==> config.mk <==
export PLATFORM = sky130hd
export DESIGN_NAME = sync_fifo_rd_ctrl
export DESIGN_NICKNAME = d
export VERILOG_FILES = /design/src/rtl/sync_fifo_rd_ctrl.sv
export SDC_FILE = /design/constraint.sdc
export NUM_CORES = 1
export LEC_CHECK = 0
export BUFFER_PORTS_ARGS = -buffer_cell sky130_fd_sc_hd__clkbuf_2
export CAP_MARGIN = 20
export CORE_MARGIN = 2
export CORE_UTILIZATION = 46
export DETAILED_ROUTE_END_ITERATION = 10
export GPL_TIMING_DRIVEN = 0
export PLACE_DENSITY = 0.8
export RECOVER_POWER = 50
export SETUP_SLACK_MARGIN = 0.4
export SLEW_MARGIN = 40
export SYNTH_ARGS = -nofsm -noshare
export SYNTH_HDL_FRONTEND = slang
export SYNTH_SLANG_ARGS = --single-unit
==> constraint.sdc <==
create_clock -name clk -period 2.4 [get_ports clk]
set_input_delay 0.48 -clock clk [delete_from_list [all_inputs] [get_ports clk]]
set_output_delay 0.48 -clock clk [all_outputs]
set_load 0.01 [all_outputs]
==> src/rtl/sync_fifo_rd_ctrl.sv <==
// Purpose: read-side controller for a synchronous FIFO with a registered output stage and a sticky overrun flag.
// Latency: data appears on m_data/m_valid one cycle after wr_ptr advances past rd_ptr.
// Backpressure: m_valid && !m_ready holds the output register and rd_ptr; flush discards all unread data.
module sync_fifo_rd_ctrl #(
    parameter int FIFO_DEPTH = 16,
    parameter int DATA_WIDTH = 8,
    parameter int ADDR_WIDTH = $clog2(FIFO_DEPTH)
) (
    input  logic                  clk,
    input  logic                  reset_n,
    input  logic                  flush,
    input  logic [ADDR_WIDTH:0]   wr_ptr,
    output logic [ADDR_WIDTH:0]   rd_ptr,
    output logic [ADDR_WIDTH-1:0] rd_addr,
    input  logic [DATA_WIDTH-1:0] rd_data,
    output logic                  m_valid,
    input  logic                  m_ready,
    output logic [DATA_WIDTH-1:0] m_data,
    output logic                  mem_empty,
    output logic [ADDR_WIDTH:0]   level,
    output logic                  overrun
);

    localparam logic [ADDR_WIDTH:0] LP_DEPTH = (ADDR_WIDTH+1)'(FIFO_DEPTH);
    localparam logic [ADDR_WIDTH:0] LP_ONE   = (ADDR_WIDTH+1)'(1);

    logic [ADDR_WIDTH:0]   r_rd_ptr;
    logic                  r_m_valid;
    logic [DATA_WIDTH-1:0] r_m_data;
    logic                  r_overrun;

    logic [ADDR_WIDTH:0]   w_mem_count;
    logic                  w_mem_empty;
    logic                  w_load;

    // Pointer difference relies on the wrap bit, so it is taken modulo 2^(ADDR_WIDTH+1).
    assign w_mem_count = wr_ptr - r_rd_ptr;
    assign w_mem_empty = (wr_ptr == r_rd_ptr);
    assign w_load      = !w_mem_empty && (!r_m_valid || m_ready) && !flush;

    always_ff @(posedge clk or negedge reset_n) begin
        if (!reset_n) begin
            r_rd_ptr  <= '0;
            r_m_valid <= 1'b0;
            r_m_data  <= '0;
            r_overrun <= 1'b0;
        end else if (flush) begin
            r_rd_ptr  <= wr_ptr;
            r_m_valid <= 1'b0;
            r_overrun <= 1'b0;
        end else begin
            if (w_load) begin
                r_m_data  <= rd_data;
                r_m_valid <= 1'b1;
                r_rd_ptr  <= r_rd_ptr + LP_ONE;
            end else if (r_m_valid && m_ready) begin
                r_m_valid <= 1'b0;
            end
            // Sticky until flush; the pointer gap itself is left alone.
            if (w_mem_count > LP_DEPTH) begin
                r_overrun <= 1'b1;
            end
        end
    end

    assign rd_ptr    = r_rd_ptr;
    assign rd_addr   = r_rd_ptr[ADDR_WIDTH-1:0];
    assign m_valid   = r_m_valid;
    assign m_data    = r_m_data;
    assign mem_empty = w_mem_empty;
    assign level     = w_mem_count + {{ADDR_WIDTH{1'b0}}, r_m_valid};
    assign overrun   = r_overrun;

endmodule

==> impl_metrics.json, run 1 <==
{
  "worstSetupPathType": "reg -> out",
  "setup_viol": 3,
  "cts_sinks": 15,
  "rows": 16,
  "cap_violations": 0,
  "r2r_setup_slack_ns": 0.44,
  "synth-seq-cells": 15,
  "setup_tns_ns": -0.417,
  "reg2reg_depth": 8,
  "dieWidth_um": 49.1,
  "ant_nets": 0,
  "grt_pass1_wl_um": 3680,
  "synth-edff-count": 0,
  "via_count": 849,
  "hold_viol": 0,
  "layout_setup_ws_ns": -0.180,
  "core-area_um2": 1940,
  "cpPeakStageDelay_ns": 0.55,
  "cts_tree": "yes",
  "grt_overflow_total": 0,
  "violations": "negative setup slack",
  "power_density_nw_per_um2": 730,
  "dp_slack_ns": -0.288,
  "crit_top_cell": "ha_4",
  "fp.dieH_um": 49.1,
  "fin_crit_sh": 1.07,
  "ys_async_sr_fraction": 1.00,
  "drtIter0Drc": 12,
  "status": "complete, but fails checks",
  "path_clk_slew_ns": 0.09,
  "arrival_ns": 2.10,
  "synthTopCellsByArea": "dfrtp_1, mux2_2, ha_1, xnor2_1, xor2_1",
  "p_leak_nw": 0.644,
  "grt_pass1_vias": 849,
  "clock_skew_ns": 0.00251,
  "post-synth-top-count-cell": "dfrtp_1",
  "layout.nets": 169,
  "r2r_end": "overrun$_DFFE_PN0P_",
  "clkLatencyLatePin_ns": 0.29,
  "routed_wl_um": 2120,
  "h-tree-depth": 1,
  "cts_buffers": 3,
  "rr_startpoint": "rd_ptr[0]$_DFFE_PN0P_",
  "worst_pin_slew_ns": 0.789,
  "required_ns": 1.92,
  "setup.worst_path.end": "level[4]",
  "seq_area_frac_synth": 0.402,
  "ctsHoldBuffers": 0,
  "drt_first_pass_iters": 2,
  "drc": 0,
  "wl_per_cell_um": 12.4,
  "dieArea_um2": 2410,
  "antenna_found_initial": 0,
  "root_buffer": "clkbuf_4",
  "hold_class": "in -> async",
  "pin_count": 42,
  "start_util": 0.481,
  "port-buffer-count": 41,
  "gp_congestion": 0.763,
  "netlist_area_um2": 935,
  "grt_max_degree": 16,
  "synth_top_area_frac": 0.402,
  "area_growth_pct": 48.9,
  "vdd_ir_drop_max_v": 0.000429,
  "syn_inst": 88,
  "synth_commonest_cells": "dfrtp_1, inv_1, mux2_2, ha_1",
  "path_max_fanout": 3,
  "avgSynthCellArea_um2": 10.6,
  "synth_top_area_cell": "dfrtp_1",
  "n_antenna_cell": 0,
  "viasPerCell": 4.99,
  "crit_path_top_delay_cell": "fa_2",
  "grt_setup_unrepaired": "yes",
  "hpwl_um": 1620,
  "synth_top_flop_cell": "dfrtp_1",
  "cp-end-kind": "output port",
  "setup.worst_path.start": "rd_ptr[0]$_DFFE_PN0P_",
  "synthesis.nets": 113,
  "post-route-min-period_ns": 2.58,
  "worstPathCellList": "ha_4 -> inv_2 -> fa_2 -> ha_4 -> nand3b_1 -> mux2i_1 -> xnor2_1 -> buf_2",
  "fmax_ghz": 0.388,
  "cp-start-kind": "flip-flop",
  "slew_violations": 0,
  "drive_above_1_share": 0.510,
  "synth_warnings": 0,
  "grt_usage": 0.199,
  "relSlewSlack": 0.474,
  "netlist-cell-type-count": 28,
  "clockBufferDepth": 2,
  "num-fill-cells": 158
}
==> layer usage <==
metal,vias to the layer above,track usage,share of wire
met1,402,0.230,0.42
met5,-,0,0
met2,28,0.347,0.50
met3,5,0.0399,0.054
li1,414,-,-
met4,0,0.100,0.021
==> repair_timing <==
| item | 4_1_cts | 5_1_grt |
|---|---|---|
| setup endpoints to repair | 13 | 9 |
| setup buffers | 9 | 1 |
| pin swaps | 7 | 6 |
| resized for setup | 5 | 8 |
==> layout by cell type, fill, tap and decap left out, drive strengths merged <==
cell and count:
nand2 5, nor4 1, ha 7, a31oi 1, o21ai 5, xnor2 4
buf 18, nor2 3, dfrtp 15, nand4 1, nand3 5, nand3b 2
mux2 8, or4 1, a221oi 1, o211ai 2, clkbuf 42, inv 8
nand2b 1, mux2i 2, a21oi 3, or3 1, xor2 5, a21o 1
fa 1
==> sequential cells by signal, indices dropped and copies added, names as in the netlist <==
name	flops
m_data	8
rd_ptr	5
m_valid	1
overrun	1
==> logic make-up after synthesis <==
group / count (synthesis) / share of synthesized area
and+or+nand+nor: 20 / 0.118
DFF: 15 / 0.402
AOI/OAI and AO/OA: 13 / 0.0870
buffers and inverters: 13 / 0.0683
muxes: 10 / 0.118
xor gates and xnor gates: 9 / 0.0924
adders and majority gates: 8 / 0.115
==> where the power goes <==
| group | switching, mW | total [mW] | leakage (nW) | internal, mW |
|---|---|---|---|---|
| clock | 0.0826 | 0.147 | 0.0150 | 0.0648 |
| combinational | 0.264 | 0.547 | 0.454 | 0.283 |
| sequential | 0.0264 | 0.321 | 0.175 | 0.295 |
| total | 0.373 | 1.02 | 0.644 | 0.642 |
==> per-stage QoR <==
stage / cell area [µm²] / std cells / hold WS [ns] / total power, mW / util
after global placement: 1260 / 156 / 0.403 / 0.776 / 0.651
after CTS: 1390 / 169 / 0.0931 / 1.01 / 0.715
after floorplan: 1020 / 88 / 0.184 / 0.644 / -
final: 1390 / 170 / 0.238 / 1.02 / 0.716
after detailed placement: 1260 / 156 / 0.411 / 0.793 / 0.651
after global routing: 1390 / 170 / 0.292 / 1.08 / 0.716
==> worst max-delay path: cells and delay by family, from the launching register on <==
kind,cells,cell delay [ns]
adder cells (fa/ha/maj),3,0.82
flip-flops,1,0.39
multiplexers,1,0.19
buffers and inverters,2,0.18
XOR/XNOR,1,0.15
AND/OR/NAND/NOR,1,0.07
==> area by class of cell <==
type | instances | area, µm² | area share
multi-input cells | 60 | 594 | 0.427
inverters | 8 | 42.5 | 0.0306
repair buffers | 51 | 283 | 0.203
well taps | 27 | 33.8 | 0.0243
clock buffers | 4 | 26.3 | 0.0189
flip-flops and latches | 15 | 378 | 0.272
plain buffers | 5 | 33.8 | 0.0243
==> how the worst min path moves through the flow <==
stage,from,endpoint,cells past startpoint
after CTS,reset_n,m_data[1]$_DFFE_PN0P_,1
after global routing,reset_n,m_data[1]$_DFFE_PN0P_,1
final,reset_n,m_data[7]$_DFFE_PN0P_,1
after floorplan,reset_n,m_data[0]$_DFFE_PN0P_,0
after global placement,reset_n,m_data[1]$_DFFE_PN0P_,1
after detailed placement,reset_n,m_data[5]$_DFFE_PN0P_,1
(Power assumes the default switching activity.)
==> inputs of run 2 (changes only) <==
--- a/config.mk
+++ b/config.mk
@@ -8,11 +8,12 @@
 export BUFFER_PORTS_ARGS = -buffer_cell sky130_fd_sc_hd__clkbuf_2
 export CAP_MARGIN = 20
 export CORE_MARGIN = 2
-export CORE_UTILIZATION = 46
+export CORE_UTILIZATION = 40
 export DETAILED_ROUTE_END_ITERATION = 10
+export GPL_ROUTABILITY_DRIVEN = 0
 export GPL_TIMING_DRIVEN = 0
-export PLACE_DENSITY = 0.8
-export RECOVER_POWER = 50
+export PLACE_DENSITY = 0.72
+export RECOVER_POWER = 100
 export SETUP_SLACK_MARGIN = 0.4
 export SLEW_MARGIN = 40
 export SYNTH_ARGS = -nofsm -noshare
==> run 2 against run 1 <==
The flow still finishes with violations (negative setup slack); critical path type unchanged; clock power decreased by 4%; cell count decreased by 0.59%; first-iteration DRC count decreased by 100%; combinational power decreased by 7.7%; critical path depth unchanged; sequential cell count unchanged; die area increased by 14%; fmax increased by 1.1%; global-route usage decreased by 2.9 points; count of clock-buffer cells in the layout unchanged; power decreased by 4.9%.
==> impl_metrics.json, run 2 (synthesis results as in run 1) <==
{
  "post-route-min-period_ns": 2.55,
  "fp.dieH_um": 52.3,
  "via_count": 818,
  "cpPeakStageDelay_ns": 0.57,
  "grt_setup_unrepaired": "yes",
  "ant_nets": 0,
  "placed_area_um2": 1260,
  "placed_cells": 157,
  "clockBufferDepth": 2,
  "root_buffer": "clkbuf_4",
  "hold_class": "in -> async",
  "core-area_um2": 2210,
  "utilization": 0.611,
  "setup.worst_path.start": "rd_ptr[0]$_DFFE_PN0P_",
  "rr_startpoint": "rd_ptr[1]$_DFFE_PN0P_",
  "fin_crit_sh": 1.06,
  "drt_first_pass_iters": 1,
  "cp-start-kind": "flip-flop",
  "num-fill-cells": 222,
  "worstPathCellList": "ha_4 -> inv_2 -> fa_2 -> ha_4 -> nand3b_1 -> mux2i_1 -> xnor2_1 -> buf_2",
  "clkLatencyLatePin_ns": 0.28,
  "largest_reg_flops": 8,
  "cts_sinks": 15,
  "path_clk_slew_ns": 0.08,
  "pin_count": 42,
  "rows": 17,
  "fmax_ghz": 0.392,
  "n_antenna_cell": 0,
  "h-tree-depth": 1,
  "antenna_found_initial": 0,
  "drc": 0,
  "p_leak_nw": 0.607,
  "instances_no_fill": 169,
  "relSlewSlack": 0.456,
  "area_growth_pct": 44.7,
  "slew_violations": 0,
  "wl_per_cell_um": 11.5,
  "setup_tns_ns": -0.202,
  "clock_skew_ns": 0.00325,
  "dieArea_um2": 2740,
  "setup_viol": 2,
  "crit_top_cell": "ha_4",
  "cts_buffers": 3,
  "cap_violations": 0,
  "crit_path_top_delay_cell": "fa_2",
  "drive_above_1_share": 0.440,
  "layout_setup_ws_ns": -0.150,
  "cp-end-kind": "output port",
  "crit_buf_inv": 2,
  "drtIter0Drc": 0,
  "vdd_ir_drop_max_v": 0.000526,
  "status": "complete, but fails checks",
  "required_ns": 1.92,
  "fin_area_um2": 1350,
  "worstSetupPathType": "reg -> out",
  "worst_pin_slew_ns": 0.815,
  "grt_max_degree": 16,
  "grt_pass1_vias": 822,
  "power_mw": 0.965,
  "arrival_ns": 2.07,
  "port-buffer-count": 41,
  "hpwl_um": 1590,
  "grt_usage": 0.170,
  "layout_common_cells": "clkbuf_2, clkbuf_1, dfrtp_1",
  "violations": "negative setup slack",
  "dieWidth_um": 52.3,
  "power_density_nw_per_um2": 714,
  "viasPerCell": 4.84,
  "layout.nets": 167,
  "start_util": 0.423,
  "hold_viol": 0,
  "final_common_cell": "clkbuf_2",
  "path_max_fanout": 3,
  "cts_tree": "yes",
  "grt_overflow_total": 0,
  "critPathTopFamily": "adder cells",
  "grt_pass1_wl_um": 3470,
  "routed_wl_um": 1940
}
-- run 2: changes by cell type in the layout (fill, tap and decap cells not counted), sizes merged --
cell | previous run | this run
buf | 18 | 10
clkbuf | 42 | 48
-- run 2: per-layer routing --
metal / global-route usage / vias to the layer above / routed length (µm)
li1: - / 413 / -
met1: 0.215 / 373 / 841
met2: 0.304 / 30 / 964
met3: 0.0229 / 2 / 116
met4: 0.0385 / 0 / 19
met5: 0 / - / 0
-- run 2: stage by stage --
| step | hold WS, ns | worst slack, ns |
|---|---|---|
| 3_3_place_gp | 0.410 | -0.195 |
| 4_1_cts | 0.103 | -0.195 |
| 6_report | 0.260 | -0.150 |
| 5_1_grt | 0.329 | -0.222 |
| 2_1_floorplan | 0.184 | 0.140 |
| 3_5_place_dp | 0.415 | -0.228 |
-- run 2: final timing paths --
| path | depth (start not counted) | slack, ns | to |
|---|---|---|---|
| worst min-delay path | 1 | 0.26 | m_data[7]$_DFFE_PN0P_ |
| min in group clk | 2 | 0.43 | m_data[0]$_DFFE_PN0P_ |
| worst min register to register | 1 | 0.51 | m_data[2]$_DFFE_PN0P_ |
| max in group asynchronous | 1 | 1.58 | rd_ptr[1]$_DFFE_PN0P_ |
| worst max register to register | 7 | 0.33 | m_data[4]$_DFFE_PN0P_ |
| worst max-delay path | 8 | -0.15 | level[4] |
-- run 2: where the power goes --
group          switching [mW]  internal, mW  total (mW)  leakage [nW]
Sequential             0.0250         0.295       0.320         0.175
Clock                  0.0764        0.0645       0.141        0.0150
Combinational           0.254         0.251       0.505         0.417
-- run 2: layout make-up --
cell class / count / area (µm²) / area share
Buffer: 5 / 33.8 / 0.0250
Clock buffer: 4 / 26.3 / 0.0194
Inverter: 8 / 42.5 / 0.0315
Multi-Input combinational cell: 60 / 591 / 0.437
Sequential cell: 15 / 378 / 0.279
Tap cell: 28 / 35.0 / 0.0259
Timing Repair Buffer: 49 / 246 / 0.182
-- run 2: timing repair --
item                       in CTS  in global routing
pin swaps                       8                  7
setup endpoints to repair      13                 14
hold endpoints to repair        0                  0
hold buffers                    0                  0
gates resized for setup         5                  8
setup buffers                   7                  1
-- run 2: worst register-to-register path, cell delays in order (launching register included) --
cell and delay, ns:
dfrtp_2 0.37, inv_1 0.07, ha_1 0.30, nand4_1 0.13
clkbuf_1 0.13, o21ai_1 0.51, nor2_4 0.14, mux2_2 0.31
==> inputs of run 3 (changes only) <==
--- a/config.mk
+++ b/config.mk
@@ -6,13 +6,16 @@
 export NUM_CORES = 1
 export LEC_CHECK = 0
 export BUFFER_PORTS_ARGS = -buffer_cell sky130_fd_sc_hd__clkbuf_2
-export CAP_MARGIN = 20
+export CAP_MARGIN = 15
+export CELL_PAD_IN_SITES_DETAIL_PLACEMENT = 0
+export CELL_PAD_IN_SITES_GLOBAL_PLACEMENT = 2
+export CORE_ASPECT_RATIO = 0.5
 export CORE_MARGIN = 2
-export CORE_UTILIZATION = 40
+export CORE_UTILIZATION = 27
 export DETAILED_ROUTE_END_ITERATION = 10
 export GPL_ROUTABILITY_DRIVEN = 0
 export GPL_TIMING_DRIVEN = 0
-export PLACE_DENSITY = 0.72
+export PLACE_DENSITY = 0.8
 export RECOVER_POWER = 100
 export SETUP_SLACK_MARGIN = 0.4
 export SLEW_MARGIN = 40
==> constraint.sdc (replaced) <==
create_clock -name clk -period 2.7 [get_ports clk]
set_input_delay 0.54 -clock clk [delete_from_list [all_inputs] [get_ports clk]]
set_output_delay 0.54 -clock clk [all_outputs]
set_load 0.01 [all_outputs]
==> run 3 against run 2 <==
Sequential power shrank 9.4%; the run now ends clean; final area shrank 2.1%; core utilization shrank 22 points; setup slack gained 0.22 ns; sequential share of layout area grew 0.61 points; largest power group unchanged; critical path type is now in -> out; clock power grew 33%.
==> impl_metrics.json, run 3 (synthesis results as in run 1) <==
{
  "status": "completed",
  "dieArea_um2": 3980,
  "slew_violations": 0,
  "p_leak_nw": 0.615,
  "grt_pass1_wl_um": 3470,
  "drt_first_pass_iters": 3,
  "drtIter0Drc": 9,
  "arrival_ns": 2.09,
  "fin_crit_sh": 0.973,
  "h-tree-depth": 1,
  "layout_setup_ws_ns": 0.0730,
  "dieWidth_um": 87.2,
  "path_clk_slew_ns": 0.07,
  "wl_per_cell_um": 11.7,
  "fp.dieH_um": 45.6,
  "placed_area_um2": 1200,
  "cts_buffers": 3,
  "via_count": 816,
  "cp-start-kind": "input port",
  "fmax_ghz": 0.381,
  "r2r_setup_slack_ns": 0.21,
  "viasPerCell": 4.48,
  "vdd_ir_drop_max_v": 0.000343,
  "grt_max_degree": 16,
  "path_max_fanout": 3,
  "placed_cells": 171,
  "root_buffer": "clkbuf_8",
  "cts_sinks": 15,
  "cap_violations": 0,
  "core-area_um2": 3380,
  "pin_count": 42,
  "grt_usage": 0.117,
  "cp-end-kind": "output port",
  "grt_overflow_total": 0,
  "start_util": 0.277,
  "final_common_cell": "clkbuf_2",
  "clock_skew_ns": 0.00521,
  "hold_class": "in -> async",
  "post-route-min-period_ns": 2.63,
  "area_growth_pct": 41.6,
  "drc": 0,
  "worst_pin_slew_ns": 0.871,
  "ctsHoldBuffers": 0,
  "power_density_nw_per_um2": 677,
  "grt_pass1_vias": 783,
  "cts_tree": "yes",
  "hpwl_um": 1640,
  "layout_common_cells": "clkbuf_2, clkbuf_1, dfrtp_1",
  "fin_area_um2": 1320,
  "relSlewSlack": 0.413,
  "rows": 15,
  "instances_no_fill": 182,
  "utilization": 0.392,
  "port-buffer-count": 41,
  "clockBufferDepth": 2,
  "setup_viol": 0,
  "clkLatencyLatePin_ns": 0.25,
  "layout.nets": 166,
  "grt_setup_unrepaired": "yes",
  "worstSetupPathType": "in -> out",
  "required_ns": 2.16,
  "dp_slack_ns": -0.0609,
  "ant_nets": 0,
  "drive_above_1_share": 0.421,
  "n_antenna_cell": 0,
  "antenna_found_initial": 0,
  "hold_viol": 0,
  "largest_reg_flops": 8,
  "routed_wl_um": 2130
}
## run 3: cell types whose count changed in the layout (fill, tap and decap cells not counted), moves of 2 or more
cell and delta:
buf_6 +2, clkbuf_1 -4, clkbuf_4 -2, clkbuf_8 +2, ha_1 +2, ha_4 -2, xor2_1 +2
## run 3: final timing paths
path                            cells past startpoint                    end             startpoint
worst max-delay path                               10               level[4]              wr_ptr[0]
worst min-delay path                                1    overrun$_DFFE_PN0P_                reset_n
worst max register to register                      6  m_data[6]$_DFFE_PN0P_  rd_ptr[3]$_DFFE_PN0P_
worst min register to register                      1  m_data[1]$_DFFE_PN0P_  m_data[1]$_DFFE_PN0P_
max in group asynchronous                           1  rd_ptr[0]$_DFFE_PN0P_                reset_n
min in group clk                                    1  m_data[1]$_DFFE_PN0P_  m_data[1]$_DFFE_PN0P_
## run 3: worst max-delay path: stages
cell      delay (ns)
buf_6           0.10
inv_4           0.05
ha_4            0.12
inv_2           0.03
fa_2            0.56
ha_4            0.15
nand3b_1        0.08
mux2i_1         0.19
xnor2_1         0.13
buf_2           0.14
## run 3: timing repair
| item | CTS | global route |
|---|---|---|
| resized for setup | 9 | 9 |
| pin swaps | 5 | 4 |
| setup buffers | 7 | 0 |
| cloned | 0 | 0 |
| setup endpoints to repair | 4 | 5 |
## run 3: final cells by class
type                       count  area [µm²]
clock buffer                   3        41.3
fill                         369        2050
tap                           42        52.6
multi-input combinational     60         529
buffer                         5        33.8
clock inverter                 1        5.00
sequential                    15         378
timing repair buffer          48         251
inverter                       8        32.5
## run 3: power breakdown
| group | switching (mW) | internal, mW |
|---|---|---|
| Sequential | 0.0278 | 0.262 |
| Combinational | 0.209 | 0.210 |
| Clock | 0.0844 | 0.102 |
## run 3: through the flow
stage                     power [mW]  setup TNS (ns)  hold WS (ns)
after floorplan                0.527               0         0.244
after global placement         0.659         -0.0379         0.489
after detailed placement       0.660         -0.0609         0.484
after CTS                      0.909               0         0.210
after global routing           0.965         -0.0178         0.435
final                          0.896               0         0.369
## run 3: per-layer routing
| metal | share of wire | global-route usage |
|---|---|---|
| met5 | 0 | 0 |
| met4 | 0.018 | 0.0462 |
| met1 | 0.45 | 0.141 |
| met3 | 0.050 | 0.0344 |
| met2 | 0.48 | 0.202 |
